<file path="src/rtl/led_sequencer.sv">
// Commanded LED pattern sequencer: OFF / 3-bit binary count / one-hot chase / PWM breathe.
// A prescaler and per-command rate divider schedule pattern steps; accepts restart the pattern.
module led_sequencer #(
    parameter int PRESCALE = 20800,
    parameter int PWM_W    = 8
) (
    input  logic       clk,
    input  logic       rst,
    input  logic       cmd_valid,
    output logic       cmd_ready,
    input  logic [1:0] cmd_mode,
    input  logic [7:0] cmd_rate,
    output logic [2:0] led_out,
    output logic       step_tick,
    output logic       busy
);

    typedef enum logic [1:0] {IDLE, LOAD, RUN} state_t;

    localparam logic [1:0]       MODE_OFF     = 2'd0;
    localparam logic [1:0]       MODE_BINARY  = 2'd1;
    localparam logic [1:0]       MODE_CHASE   = 2'd2;
    localparam logic [1:0]       MODE_BREATHE = 2'd3;
    localparam logic [15:0]      PRESC_LAST   = 16'(PRESCALE - 1);
    localparam logic [PWM_W-1:0] DUTY_ONE     = PWM_W'(1);
    localparam logic [PWM_W-1:0] DUTY_MAX     = '1;
    localparam logic [PWM_W-1:0] DUTY_TURN    = DUTY_MAX - DUTY_ONE;

    state_t           state_reg, state_next;
    logic [1:0]       mode_reg, mode_next;
    logic [7:0]       rate_reg, rate_next;
    logic [15:0]      presc_reg, presc_next;
    logic [7:0]       rate_cnt_reg, rate_cnt_next;
    logic [2:0]       pattern_reg, pattern_next;
    logic [PWM_W-1:0] duty_reg, duty_next;
    logic             dir_up_reg, dir_up_next;
    logic [PWM_W-1:0] pwm_cnt_reg, pwm_cnt_next;
    logic [2:0]       led_reg, led_next;
    logic             step_tick_reg, step_tick_next;
    logic             busy_reg, busy_next;

    logic       accept;
    logic       base_tick;
    logic       step;
    logic       pwm_on;
    logic [2:0] pwm_led;

    assign cmd_ready = (state_reg != LOAD);
    assign accept    = cmd_valid && cmd_ready;
    assign base_tick = (state_reg == RUN) && (presc_reg == PRESC_LAST);
    assign step      = base_tick && (rate_cnt_reg == rate_reg);
    assign pwm_on    = (pwm_cnt_reg < duty_reg);

    for (genvar gi = 0; gi < 3; gi++) begin : g_pwm_led
        assign pwm_led[gi] = pwm_on;
    end

    always_ff @(posedge clk) begin
        if (rst) begin
            state_reg     <= IDLE;
            mode_reg      <= MODE_OFF;
            rate_reg      <= '0;
            presc_reg     <= '0;
            rate_cnt_reg  <= '0;
            pattern_reg   <= '0;
            duty_reg      <= '0;
            dir_up_reg    <= 1'b1;
            pwm_cnt_reg   <= '0;
            led_reg       <= '0;
            step_tick_reg <= 1'b0;
            busy_reg      <= 1'b0;
        end else begin
            state_reg     <= state_next;
            mode_reg      <= mode_next;
            rate_reg      <= rate_next;
            presc_reg     <= presc_next;
            rate_cnt_reg  <= rate_cnt_next;
            pattern_reg   <= pattern_next;
            duty_reg      <= duty_next;
            dir_up_reg    <= dir_up_next;
            pwm_cnt_reg   <= pwm_cnt_next;
            led_reg       <= led_next;
            step_tick_reg <= step_tick_next;
            busy_reg      <= busy_next;
        end
    end

    always_comb begin
        state_next     = state_reg;
        mode_next      = mode_reg;
        rate_next      = rate_reg;
        presc_next     = presc_reg;
        rate_cnt_next  = rate_cnt_reg;
        pattern_next   = pattern_reg;
        duty_next      = duty_reg;
        dir_up_next    = dir_up_reg;
        pwm_cnt_next   = pwm_cnt_reg;
        led_next       = led_reg;
        step_tick_next = 1'b0;
        busy_next      = busy_reg;

        case (state_reg)
            IDLE: begin
                led_next  = '0;
                busy_next = 1'b0;
                if (accept) begin
                    mode_next  = cmd_mode;
                    rate_next  = cmd_rate;
                    state_next = LOAD;
                end
            end
            LOAD: begin
                presc_next    = '0;
                rate_cnt_next = '0;
                pwm_cnt_next  = '0;
                pattern_next  = (mode_reg == MODE_CHASE) ? 3'b001 : 3'b000;
                duty_next     = '0;
                dir_up_next   = 1'b1;
                state_next    = (mode_reg == MODE_OFF) ? IDLE : RUN;
            end
            RUN: begin
                busy_next = 1'b1;
                // A new command wins over a coincident step: outputs hold until LOAD reinitialises.
                if (accept) begin
                    mode_next  = cmd_mode;
                    rate_next  = cmd_rate;
                    state_next = LOAD;
                end else begin
                    presc_next     = base_tick ? 16'd0 : presc_reg + 16'd1;
                    pwm_cnt_next   = pwm_cnt_reg + DUTY_ONE;
                    step_tick_next = step;
                    if (base_tick) begin
                        rate_cnt_next = step ? 8'd0 : rate_cnt_reg + 8'd1;
                    end
                    case (mode_reg)
                        MODE_BINARY: begin
                            if (step) begin
                                pattern_next = pattern_reg + 3'd1;
                            end
                            led_next = pattern_next;
                        end
                        MODE_CHASE: begin
                            if (step) begin
                                pattern_next = {pattern_reg[1:0], pattern_reg[2]};
                            end
                            led_next = pattern_next;
                        end
                        MODE_BREATHE: begin
                            // Duty ramps as a triangle and turns around at the rails without wrapping.
                            if (step) begin
                                if (dir_up_reg) begin
                                    duty_next = duty_reg + DUTY_ONE;
                                    if (duty_reg == DUTY_TURN) begin
                                        dir_up_next = 1'b0;
                                    end
                                end else begin
                                    duty_next = duty_reg - DUTY_ONE;
                                    if (duty_reg == DUTY_ONE) begin
                                        dir_up_next = 1'b1;
                                    end
                                end
                            end
                            led_next = pwm_led;
                        end
                        default: led_next = '0;
                    endcase
                end
            end
            default: state_next = IDLE;
        endcase
    end

    assign led_out   = led_reg;
    assign step_tick = step_tick_reg;
    assign busy      = busy_reg;

endmodule
</file>
<file path="config.mk">
export PLATFORM = sky130hd
export DESIGN_NAME = led_sequencer
export DESIGN_NICKNAME = d
export VERILOG_FILES = /design/src/rtl/led_sequencer.sv
export SDC_FILE = /design/constraint.sdc
export NUM_CORES = 1
export LEC_CHECK = 0
export ABC_AREA = 1
export CAP_MARGIN = 40
export CORE_MARGIN = 2
export CORE_UTILIZATION = 40
export CTS_BUF_LIST = sky130_fd_sc_hd__clkbuf_8
export DETAILED_ROUTE_END_ITERATION = 12
export PLACE_DENSITY = 0.67
export SLEW_MARGIN = 20
export SYNTH_ARGS = -nofsm -noshare
export SYNTH_HDL_FRONTEND = slang
export SYNTH_SLANG_ARGS = --single-unit
</file>
<file path="constraint.sdc">
create_clock -name clk -period 3.83 [get_ports clk]
set_input_delay 0.766 -clock clk [delete_from_list [all_inputs] [get_ports clk]]
set_output_delay 0.766 -clock clk [all_outputs]
set_load 0.005 [all_outputs]
</file>
Yosys cells after proc, flatten, opt, wreduce, memory -nomap -nowiden

Cells that the tools add are included.
W data, S select, Z words.

Mux-type cells: 34
Magnitude comparators: 1
Add/subtract/negate cells: 6
Bitwise operators: 1
Equal/unequal tests: 16
Reductions and logical operators: 15

Operators by type and width:

| cell                    | number |
|---|---|
| $mux W8                 | 8 |
| $pmux W8 S2             | 3 |
| $mux W16                | 2 |
| $pmux W16 S2            | 1 |
| $add A8 B1 Y8 const B   | 3 |
| $pmux W3 S2             | 3 |
| $add A16 B1 Y16 const B | 1 |
| $eq A16 B15 Y1 const B  | 1 |
| $mux W3                 | 4 |
| $pmux W3 S3             | 1 |
| $eq A8 B1 Y1 const B    | 1 |
| $eq A8 B8 Y1            | 1 |
| $eq A8 B8 Y1 const B    | 1 |
| $lt A8 B8 Y1            | 1 |
| $sub A8 B1 Y8 const B   | 1 |
| $mux W1                 | 7 |
| $eq A2 B2 Y1 const B    | 3 |
| $ne A2 B1 Y1 const B    | 3 |
| $ne A2 B2 Y1 const B    | 3 |
| $reduce_and A2 Y1       | 3 |
| $reduce_and A3 Y1       | 2 |
| $eq A2 B1 Y1 const B    | 2 |
| $logic_not A2 Y1        | 2 |
| $mux W2                 | 2 |
| other kinds (10)        | 14 |

Register bits after elaboration: 61
Logic and storage cells: 85
Input bits: 13
Output and inout port bits: 6

Longest topological paths before layout

Gate-level depths: netlist of the first run.

Depth in word-level cells: 7
Gate-level depth with buffers: 15
Gate-level depth less buffers: 14

Least setup slack after synthesis of the first run

OpenSTA, ideal clock, no wires.

Path type: input -> register
Start point: input port cmd_valid
End point: register presc_reg[10]
Data arrival time: 1.888 ns
Setup time: 0.058 ns
Buffers on the path: 1
Required time: 3.772 ns
Path slack: 1.883 ns
Stages: 10
Cells stage by stage: inv_1 -> nor2_1 -> nand2_1 -> nand2_1 -> buf_2 -> nor2_1 -> nor2_1 -> inv_1 -> a21oi_1 -> o21a_1

Word-level cells in the longest chain between the ends: 3

RTL lines:

| what                        | line | text |
|---|---|---|
| start: declaration          | 9    | `input logic cmd_valid,` |
| $logic_and A1 B1 Y1         | 49   | `assign accept = cmd_valid && cmd_ready;` |
| $ne A2 B2 Y1 (no line)      | n/a  |  |
| $reduce_and A2 Y1 (no line) | n/a  |  |
| end signal: assignment      | 76   | `presc_reg <= presc_next;` |
| end: declaration            | 32   | `logic [15:0] presc_reg, presc_next;` |

No other way between the ends.
A chain may end at the register's enable or synchronous reset.

Worst setup path in the final report of the first run

Start point: input port cmd_valid
End point: register pwm_cnt_reg[6]

Word-level cells in the longest chain between the ends: 3

RTL lines:

| what                        | line | text |
|---|---|---|
| $logic_and A1 B1 Y1         | 49   |  |
| $ne A2 B2 Y1 (no line)      | n/a  |  |
| $reduce_and A2 Y1 (no line) | n/a  |  |
| end signal: assignment      | 81   | `pwm_cnt_reg <= pwm_cnt_next;` |
| end: declaration            | 37   | `logic [PWM_W-1:0] pwm_cnt_reg, pwm_cnt_next;` |

No other way between the ends.

==> results summary, run 1 <==
Internal power comes to 1.24 mW. The worst setup path is captured at a register. The distinct cell type count after synthesis is 39. The number of flip-flops in the largest register came out at 16.

The smallest hold slack is 0.462 ns. The first-pass detailed-route iteration total came out at 5. The net count after synthesis came out at 560. The critical path in this run is classified as input pin to register.

The sequential cell fraction of total power came out at 38.0%. The clock-pin transition on the worst setup and hold timing paths is 0.06 ns. After filler insertion, the fill cell instance count of the layout stands at 909. The starting utilization of the core area is 41.2%. The share of flip-flops with an asynchronous set or reset is 0%.

The source-to-sink clock delay at the later pin of the worst-skew pair came out at 0.35 ns. dfxtp_1 takes more of the synthesized area than any other cell. The synthesized design contains 61 register bits. The switching power share of the total is 34.1%. The share of the Yosys chip area taken by registers is 34.2%. The total wirelength of the detailed-routed design came out at 8.17 mm. In this run the vertical extent of the chip is 98.5 um.

The number of clock sinks came out at 61. The wire length of the first global-routing pass is 14.0 mm. The clock tree synthesis step divided the H-tree into 3 levels. The antenna diode count came out at 0. The post-cts resize count is 0. The number of slew-limit violations in the final report came out at 0. The quantity of I/O buffers inserted on ports is 18. The count of synthesis-stage warnings from yosys is 0. The worst hold path class is register to register. The number of primary I/O pins came out at 19. The final net count came out at 582.

The number of flops mapped to enable cells by yosys came out at 0. The full die area is 9710 um^2. The area of the multi-input gates is 2040 um^2.

Entering global routing, the biggest net connects 26 pins. The layout overhead on the synthesized area came out at 14.5%. Summed over all cells, the static leakage comes to 1.69 nW. The post-layout utilization of the core came out at 47.1%.

The max-cap check violation count came out at 0. The share of the clock period used by the worst path after layout came out at 66.1%. The maximum clock frequency came out at 0.395 GHz. The number of vias per cell after detailed routing came out at 5.08. The total power divided by cell area is 461 nW/um^2.

The number of buffers inserted by hold repair at cts is 0. After global routing the overflow that remains totals 0. Routability-driven placement finished with a final weighted congestion of 0.877.

Setup repair after global routing left no endpoint under its margin. After clock tree synthesis, the setup repair step added 0 buffers. Synthesis produced 528 cells.

The number of remaining DRC errors is 0. The register area came out at 1220 um^2. STA classifies the critical path startpoint as an input pin.

The global routing usage summed across all routing layers is 17.3%. In this run, the number of DRC markers left after iteration 0 of detailed routing was 199. The HPWL after detailed placement is 6.03 mm. Setup violations remaining at the end of the flow were counted as 0. The detail route stage leaves a number of antenna-violating nets equal to 0. The clock period minus worst slack came out at 2.53 ns. The post-route setup TNS came out at 0 ns. The TritonCTS clock tree is yes.

The average cell area after synthesis is 6.77 um^2. The overall power of the completed layout came out at 1.89 mW. The maximum vdd ir drop is 0.000170 V. The detailed-route via count came out at 3367. The worst-case headroom to the max-slew limit came out at 65.8%. The standard-cell row count came out at 34. The dominant register cell in the synthesized netlist is dfxtp_1. The number of global-route vias before repair is 3213.

The core footprint is 8680 um^2. The highest net fanout along the worst path is 13. The fraction of synthesized cell area taken by the top area cell type is 34.2%. The number of hold violations in the final report is 0.

Combinational cells account for 27.5% of the total power. The post-synthesis instance area came out at 3570 um^2. The tree is rooted in a clkbuf_8. The final routed wire length divided by cell count is 12.3 um. The number of antenna violations at the first check in global routing is 0. The net switching power is 0.643 mW. The clock network fraction of design power came out at 34.5%. The arrival time of data at the critical path endpoint is 2.82 ns. Data on the critical path is required at its endpoint by 4.12 ns. The maximum buffer depth of the clock tree is 2.

In the final layout, the share of cells above drive strength 1 is 6.13%. The overall die width came out at 98.5 um. The flow ran to the end, and the final reports show no timing, DRC or antenna violations. The worst-case clock skew is 0.0125 ns. Sorting the synthesized cells by area gives the leading types as dfxtp_1 (34%), nand2_1 (13%), inv_1 (6.8%). At the pin with the least slew margin, the transition time is 0.511 ns. The TritonCTS buffer count came out at 9.
## cells in the final DEF (no fill, tap or decap), drive strengths merged
cell type        n
nand4            7
o211a            1
inv             68
nor3b            5
a22oi            1
a221oi           1
nand3           41
xnor2            5
dfxtp           61
nand2          129
o2111a           1
a311oi           1
a31oi            2
clkinv           3
clkdlybuf4s50   18
o21ai           25
bufinv           2
buf              4
nand3b           1
nor2            63
nor3            18
a211oi           5
nor4             5
xor2             6
ha              19
clkbuf          11
o21bai           1
o21a             3
a21oi           48
## routing by layer
layer / GRT usage, % / up-vias / part of all wire, %
li1: - / 1777 / -
met1: 20.5 / 1512 / 47
met2: 30.7 / 63 / 48
met3: 3.55 / 15 / 3.6
met4: 6.74 / 0 / 1.3
met5: 0 / - / 0
## cells in the mapped netlist, drive strengths merged (2+ instances only)
master and count:
a211oi 5, a21oi 48, a31oi 2, buf 4
clkbuf 7, dfxtp 61, ha 19, inv 67
nand2 129, nand3 41, nand4 7, nor2 63
nor3 18, nor3b 5, nor4 5, o21a 3
o21ai 25, xnor2 5, xor2 6
## power groups by stage
stage	clock, mW	combinational, mW	sequential [mW]
floorplan	0	0.404	0.720
global placement	0	0.514	0.728
detailed placement	0	0.522	0.730
CTS	0.668	0.523	0.717
global route	0.695	0.596	0.723
finish	0.650	0.519	0.717
## worst paths after layout
path,slack (ns),startpoint,cells after the start,endpoint
setup / recovery,1.30,cmd_valid,11,pwm_cnt_reg[6]
hold / removal,0.46,busy,2,busy
setup reg to reg,1.48,state_reg[0],11,presc_reg[10]
hold reg to reg,0.46,busy,2,busy
## logic make-up (layout without fill, tap and decap cells)
family	Yosys count	in the layout	share of synthesized area, %
DFF	61	61	34.2
xor gates and xnor gates	11	11	2.70
AOI/OAI and AO/OA	89	89	14.2
adders and majority gates	19	19	6.65
and+or+nand+nor	269	269	33.5
buffers and inverters	79	106	8.75
## per-stage QoR
| stage | cell area, um^2 | instances | setup WS [ns] |
|---|---|---|---|
| floorplan | 3570 | 528 | 1.88 |
| global placement | 3870 | 647 | 1.00 |
| detailed placement | 3870 | 647 | 0.935 |
| CTS | 4090 | 663 | 1.30 |
| global route | 4090 | 663 | 1.05 |
| finish | 4090 | 663 | 1.30 |
## cell type report
type	instances	area share [%]
clock buffers	11	3.70
clock inverters	5	1.80
inverters	68	6.36
multi-input cells	388	49.8
flip-flops and latches	61	29.8
well taps	108	3.30
repair buffers	22	5.14
## critical path, stage by stage
cell	delay, ns
clkdlybuf4s50_1	0.40
inv_1	0.05
nor2_1	0.06
nand2_1	0.10
nand2_1	0.28
inv_1	0.38
nand3_1	0.18
nor3_1	0.23
nand2_1	0.11
a21oi_1	0.13
o21a_1	0.12
Note: power is estimated with default switching activity, not from simulation.
==> run 2, diff against run 1 <==
--- a/config.mk
+++ b/config.mk
@@ -11,7 +11,7 @@
 export CORE_UTILIZATION = 40
 export CTS_BUF_LIST = sky130_fd_sc_hd__clkbuf_8
 export DETAILED_ROUTE_END_ITERATION = 12
-export PLACE_DENSITY = 0.67
+export PLACE_DENSITY = 0.69
 export SLEW_MARGIN = 20
 export SYNTH_ARGS = -nofsm -noshare
 export SYNTH_HDL_FRONTEND = slang
==> constraint.sdc (replaced) <==
create_clock -name clk -period 2.1 [get_ports clk]
set_input_delay 0.42 -clock clk [delete_from_list [all_inputs] [get_ports clk]]
set_output_delay 0.42 -clock clk [all_outputs]
set_load 0.005 [all_outputs]
==> run 2 against run 1 <==
Net effect: sequential cell count did not move; critical path depth fell by 7; setup slack got worse by 1.2 ns; non-clock buffer count rose by 19; clock skew fell by 0.0046 ns; die area did not move; worst hold slack got worse by 0.0074 ns; critical endpoint is now cmd_ready; sequential power rose by 83%; via count rose by 2.6%; global-route usage rose by 0.43 points.
==> results summary, run 2 (synthesis results as in run 1) <==
The maximum vdd ir drop came to 0.000429 V (+150%). The data required time at the worst endpoint came to 1.68 ns (-2.44 ns). The cell count of the worst reg-to-reg path came to 10 (-1).

The number of buffers and inverters on the critical path came out at 3 (unchanged). The number of vias per cell after detailed routing came out at 5.08 (about the same). The antenna diode count was 0 (unchanged).

The remaining antenna violation count is 0 (unchanged). The slack of the worst reg-to-reg path is 0.15 ns (-1.33 ns). The worst-case headroom to the max-slew limit came out at 73.0% (+7.2 points).

The clock period minus worst slack came out at 2.00 ns. The layout overhead on the synthesized area came out at 18.6%. Derived from the worst setup path, the maximum achievable clock frequency is 0.501 GHz. The number of slew-limit violations in the final report was 0 (unchanged).

The number of hold violations in the final report is 0 (unchanged). The proportion of layout cells with a drive suffix above 1 came out at 11.4% (+5.2 points). The standard-cell row count came to 34 (unchanged). The number of remaining DRC errors came out at 0 (unchanged). The maximum level of the CTS H-tree is 3 (unchanged). The placed wire-length estimate after detailed placement is 6.30 mm (+4.4%). The biggest cell delay along the critical path is 0.51 ns (+0.11 ns). The actual slew at the worst max-slew pin was 0.402 ns (-0.109 ns). The remaining global-route overflow came out at 0 (unchanged). The starting DRC count in detailed routing came out at 191 (-4.0%). The start point of the worst hold path is pwm_cnt_reg[7].

The number of clock sinks came out at 61 (unchanged). The global routing usage summed across all routing layers came out at 17.8% (+0.43 points). The full die area came to 9710 um^2 (unchanged).

The detailed-route via count came out at 3456 (+2.6%). The arrival time of data at the critical path endpoint was 1.58 ns (-1.24 ns). The max-cap check violation count was 0 (unchanged).

The quantity of I/O buffers inserted on ports came out at 18 (unchanged). Leaving out fill and tap cells, the most frequent cell in the layout is nand2_1. The number of placed cells counting well taps came out at 664 (+2.6%). The first-pass detailed-route iteration total came out at 5 (unchanged). The number of primary I/O pins is 19 (unchanged). The TritonCTS buffer count came out at 9 (unchanged). The number of global-route vias before repair is 3314 (+3.1%).

The source-to-sink clock delay at the later pin of the worst-skew pair is 0.34 ns (about the same). The leakage power is 1.76 nW (+4.1%). The worst hold endpoint is pwm_cnt_reg[7]. The number of fill cells in the layout came to 870 (-4.3%). The maximum buffer depth of the clock tree came out at 2 (unchanged). The final net count came out at 601 (+3.3%). The kind of critical path is register to primary output. The number of setup violations in the final report is 0 (unchanged). The number of buffers inserted by hold repair at cts came out at 0 (unchanged). Traced cell by cell, the critical path runs through inv_1 > ha_1 > inv_2 > clkdlybuf4s50_1. The origin of the critical flop-to-flop path is state_reg[0].

The highest net fanout along the worst path is 3 (-10). The share of the clock period used by the worst path after layout came out at 95.0%. The TritonCTS clock tree is yes. Leaving out fill and tap cells, the most frequent cells in the layout are nand2_1 (124), inv_1 (63), dfxtp_1 (60). The wire length of the first global-routing pass is 14.4 mm (+3.0%). The root buffer cell chosen for the clock tree is clkbuf_8. The non-filler instance count after layout came out at 680 (+2.6%). Among all stages on the critical path, the largest delay is contributed by clkdlybuf4s50_1.

The final estimated routing congestion in global placement is 0.859 (-2.1%). Broken down by cell family, the worst path's largest delay share belongs to buffers and inverters. The maximum number of pins on one net before global-route repair was 21 (-19%). The number of antenna violations at the first check in global routing came out at 0 (unchanged). The total power divided by cell area is 796 nW/um^2 (+73%). STA classifies the critical path startpoint as a register. The starting utilization of the core area was 41.2% (unchanged). The final routed wire length divided by cell count was 12.2 um (-1.1%). The flow ran to the end, and the final reports show no timing, DRC or antenna violations. The number of flip-flops in the largest register came out at 16 (unchanged). The post-layout utilization of the core is 48.8% (+1.7 points).

The capturing element type of the critical path is a primary output. The tightest min-delay check is of the register to register type. The worst-case clock skew is 0.00793 ns (-0.00462 ns). The vertical extent of the die was 98.5 um (unchanged). The worst register-to-register path ends at presc_reg[14].

The core footprint is 8680 um^2 (unchanged). The number of cells on the worst hold path came to 1 (-1). The post-route setup TNS is 0 ns (unchanged).

The total wirelength of the detailed-routed design is 8.29 mm (+1.4%). The clock-pin transition on the worst setup and hold timing paths came out at 0.07 ns (about the same). The overall die width came to 98.5 um (unchanged).
## run 2: changes by cell type in the layout (fill, tap and decap cells not counted), moves of 2 or more
cell	previous run	this run
bufinv_16	2	0
inv_1	66	63
nor2_1	61	58
nor2_2	0	3
clkbuf_8	11	13
buf_4	4	23
nor3_2	0	3
nor3_1	18	15
nand2_1	126	124
## run 2: how the worst max path moves through the flow
stage                     slack [ns]  cells past startpoint             to          from
after floorplan                 0.26                     13  presc_reg[10]  state_reg[0]
after global placement         -0.05                     11  presc_reg[15]     cmd_valid
after detailed placement       -0.05                     11  presc_reg[15]     cmd_valid
after CTS                       0.05                      4      cmd_ready  state_reg[1]
after global routing          -0.002                     13    duty_reg[7]  state_reg[0]
final                           0.10                      4      cmd_ready  state_reg[1]
## run 2: cell type report
type	count	area (um^2)	area share [%]
Inverter	68	264	6.23
Clock buffer	13	179	4.22
Tap cell	108	135	3.19
Clock inverter	1	5.00	0.118
Multi-Input combinational cell	388	2080	49.1
Timing Repair Buffer	41	353	8.33
Sequential cell	61	1220	28.9
## run 2: per-layer routing
metal / track usage, % / wire length (um)
met1: 21.9 / 3770
met2: 30.2 / 4010
met3: 4.11 / 390
met4: 6.64 / 126
met5: 0 / 0
## run 2: worst register-to-register path, cell delays in order (launching register included)
cell and delay (ns):
dfxtp_1 0.36, inv_1 0.09, ha_1 0.24, buf_4 0.18, nand2_2 0.10, nand2_4 0.09, buf_4 0.18, nor4_2 0.25
buf_4 0.18, a21oi_1 0.06, nor3_1 0.15
## run 2: per-stage QoR
step / setup WS [ns] / power [mW] / hold WS [ns] / instance area (um^2)
after global routing: -0.00239 / 3.60 / 0.485 / 4240
after floorplan: 0.263 / 2.05 / 0.431 / 3570
after CTS: 0.0501 / 3.38 / 0.459 / 4190
after global placement: -0.0546 / 2.34 / 0.445 / 3990
final: 0.105 / 3.37 / 0.454 / 4240
after detailed placement: -0.0463 / 2.37 / 0.449 / 3990
## run 2: what timing repair did
| action | in CTS | in global routing |
|---|---|---|
| setup endpoints to repair | 2 | 16 |
| gates resized for setup | 2 | 12 |
| pin swaps | 0 | 1 |
| buffers inserted | 0 | 2 |
## run 2: power by group
group          switching (mW)  leakage, nW  internal [mW]
logic                   0.689         1.17          0.390
registers              0.0707        0.495           1.24
clock network           0.444       0.0974          0.543
==> run 3, diff against run 2 <==
--- a/config.mk
+++ b/config.mk
@@ -8,10 +8,10 @@
 export ABC_AREA = 1
 export CAP_MARGIN = 40
 export CORE_MARGIN = 2
-export CORE_UTILIZATION = 40
+export CORE_UTILIZATION = 35
 export CTS_BUF_LIST = sky130_fd_sc_hd__clkbuf_8
 export DETAILED_ROUTE_END_ITERATION = 12
-export PLACE_DENSITY = 0.69
+export PLACE_DENSITY = 0.63
 export SLEW_MARGIN = 20
 export SYNTH_ARGS = -nofsm -noshare
 export SYNTH_HDL_FRONTEND = slang
==> run 3 against run 2 <==
Net effect: core utilization shrank 5.7 points; clock skew grew 0.0014 ns; largest cell class unchanged; clock power shrank 7.5%; clock-buffer cell count shrank 3; critical path type is now register to register; sequential cell count is the same; largest power group unchanged; via count shrank 0.41%; setup slack lost 0.0044 ns.
==> results summary, run 3 (synthesis results as in run 1) <==
The post-place setup slack came to -0.0704 ns (-0.0242 ns). The final estimated routing congestion in global placement is 0.886 (+3.2%). The number of slew-limit violations in the final report is 0 (unchanged). The maximum number of pins on one net before global-route repair came out at 19 (-9.5%).

The quantity of I/O buffers inserted on ports came out at 18 (unchanged). The tree is rooted in a clkbuf_8. The maximum buffer depth of the clock tree was 2 (unchanged).

The core footprint is 9860 um^2 (+14%). The starting utilization of the core area is 36.2% (-5.0 points). The arrival time of data at the critical path endpoint came out at 2.23 ns (+0.65 ns).

The remaining global-route overflow came out at 0 (unchanged). The number of flip-flops in the largest register was 16 (unchanged). The vertical extent of the die was 105 um (+6.6%). The slack of the worst reg-to-reg path is 0.10 ns (-0.05 ns). The maximum level of the CTS H-tree came out at 3 (unchanged). The proportion of layout cells with a drive suffix above 1 is 11.3% (-0.059 points).

The final net count came out at 603 (+0.33%). In the layout the commonest cells are nand2_1 (125), inv_1 (63), nor2_1 (60), dfxtp_1 (60), a21oi_1 (48). The antenna diode count is 0 (unchanged).

The worst-case clock skew is 0.00937 ns (+0.00144 ns). The terminus of the critical flop-to-flop path is duty_reg[7]. The internal power component is 2.09 mW (-3.7%). The post-route setup TNS is 0 ns (unchanged). The worst-case headroom to the max-slew limit came out at 70.9% (-2.1 points). The detailed-route via count is 3442 (-0.41%).

The proportion of power drawn by combinational gates is 33.1% (+1.1 points). The total wirelength of the detailed-routed design came out at 8.38 mm (+1.1%). The data required time at the worst endpoint came out at 2.33 ns (+0.65 ns). In this run the worst setup path begins at state_reg[0]. The number of primary I/O pins came out at 19 (unchanged). Leaving out fill and tap cells, the most frequent cell in the layout is nand2_1.

The cell count of the worst reg-to-reg path is 13 (+3). The worst setup path is captured at a register. The share of the clock period used by the worst path after layout is 95.2% (+0.21 points). The TritonCTS buffer count is 9 (unchanged). The overall die width is 105 um (+6.6%). The clock period minus worst slack came out at 2.00 ns (+0.00439 ns). The number of global-route vias before repair was 3243 (-2.1%). The clock-pin transition on the worst setup and hold timing paths is 0.07 ns (about the same). The number of setup violations in the final report was 0 (unchanged).

The standard-cell row count is 36 (+5.9%). The maximum vdd ir drop is 0.000289 V (-33%). The number of remaining DRC errors is 0 (unchanged). The first-pass detailed-route iteration total was 4 (-1).

The highest net fanout along the worst path was 9 (+6). The wire length of the first global-routing pass came out at 14.5 mm (+0.76%). The maximum clock frequency came out at 0.500 GHz (-0.22%).

The final routed wire length divided by cell count is 11.8 um (-2.9%). The sequential cell fraction of total power is 39.4% (+0.6 points). The setup slack after layout is 0.100 ns (-0.00439 ns). The net switching power is 1.23 mW (+1.9%). The remaining antenna violation count is 0 (unchanged). The number of antenna violations at the first check in global routing came out at 0 (unchanged). The global routing usage summed across all routing layers came to 15.9% (-1.8 points). The placed wire-length estimate after detailed placement came out at 6.40 mm (+1.7%). The leakage power came to 1.76 nW (-0.19%). The number of hold violations in the final report is 0 (unchanged).

The starting DRC count in detailed routing is 153 (-20%). In this run the worst setup path terminates at duty_reg[7]. The full die area is 11000 um^2 (+14%). The layout overhead on the synthesized area is 19.0%. In this run the critical register-to-register path is launched from state_reg[0]. Setup repair after global routing could not meet its margin everywhere.

The start point of the worst hold path is presc_reg[0]. The flow ran to the end, and the final reports show no timing, DRC or antenna violations. The TritonCTS clock tree is yes.

The number of clock sinks is 61 (unchanged). The actual slew at the worst max-slew pin is 0.432 ns (+0.0307 ns). The clock network fraction of design power is 27.5% (-1.8 points). STA classifies the critical path startpoint as a register.

The worst hold path belongs to the class register to register. The worst setup path is of the register to register kind. The max-cap check violation count was 0 (unchanged). The source-to-sink clock delay at the later pin of the worst-skew pair came out at 0.34 ns (about the same). The total power divided by cell area is 780 nW/um^2 (-2.1%). The overall power of the completed layout was 3.32 mW (-1.7%). The switching power share of the total was 37.0% (+1.3 points).

The number of vias per cell after detailed routing is 4.86 (-4.3%).
run 3: cell count changes in the layout (fill, tap and decap cells not counted), moves of 2 or more:
cell      previous run  this run
nor2_2               3         1
buf_6                0         2
clkinv_2             1         5
clkbuf_8            13        10
nor2_1              58        60
run 3: cell type report:
type	count	area (um^2)
Clock inverter	5	27.5
Timing Repair Buffer	43	375
Multi-Input combinational cell	388	2060
Inverter	68	265
Clock buffer	10	138
Sequential cell	61	1220
Tap cell	133	166
Fill cell	1012	5610
run 3: power by group through the flow:
stage | Clock (mW) | Combinational, mW | Sequential [mW]
global route | 0.995 | 1.23 | 1.32
detailed placement | 0 | 1.06 | 1.33
floorplan | 0 | 0.736 | 1.31
global placement | 0 | 1.05 | 1.33
finish | 0.913 | 1.10 | 1.31
CTS | 0.938 | 1.06 | 1.31
run 3: per-stage QoR:
step	hold slack, ns	cells	cell area (um^2)	utilization, %
finish	0.457	708	4250	43.1
global route	0.490	708	4250	43.1
CTS	0.469	706	4210	42.6
detailed placement	0.459	691	4040	41.0
global placement	0.445	691	4040	41.0
floorplan	0.431	528	3570	-
run 3: worst min-delay path by stage:
stage | end | cells past startpoint | slack (ns)
2_1_floorplan | pwm_cnt_reg[7] | 1 | 0.43
3_3_place_gp | pwm_cnt_reg[7] | 1 | 0.44
3_5_place_dp | pwm_cnt_reg[7] | 1 | 0.46
4_1_cts | pwm_cnt_reg[7] | 1 | 0.47
5_1_grt | presc_reg[0] | 1 | 0.49
6_report | presc_reg[0] | 1 | 0.46
run 3: routing by layer:
| metal | up-vias | wire length (um) | track usage (%) |
|---|---|---|---|
| met1 | 1554 | 4100 | 20.2 |
| met3 | 15 | 313 | 3.49 |
| met5 | - | 0 | 0 |
| met4 | 0 | 131 | 5.24 |
| li1 | 1809 | - | - |
| met2 | 64 | 3840 | 26.8 |
run 3: worst max-delay path, stage by stage, from the launching register on:
cell     delay (ns)
dfxtp_1        0.35
inv_1          0.12
ha_2           0.24
nand2_1        0.06
nor2_1         0.10
nand2_1        0.09
nor2_4         0.20
nand3_4        0.15
nand2_4        0.12
nand2_4        0.10
inv_6          0.10
nand2_1        0.07
nor2_1         0.12
nor3b_2        0.05
run 3: what timing repair did:
| action | CTS | global route |
|---|---|---|
| buffers inserted | 0 | 2 |
| pin swaps | 0 | 1 |
| setup endpoints to repair | 1 | 37 |
| resized for setup | 1 | 11 |
| hold endpoints to repair | 0 | 0 |
| hold buffers | 0 | 0 |
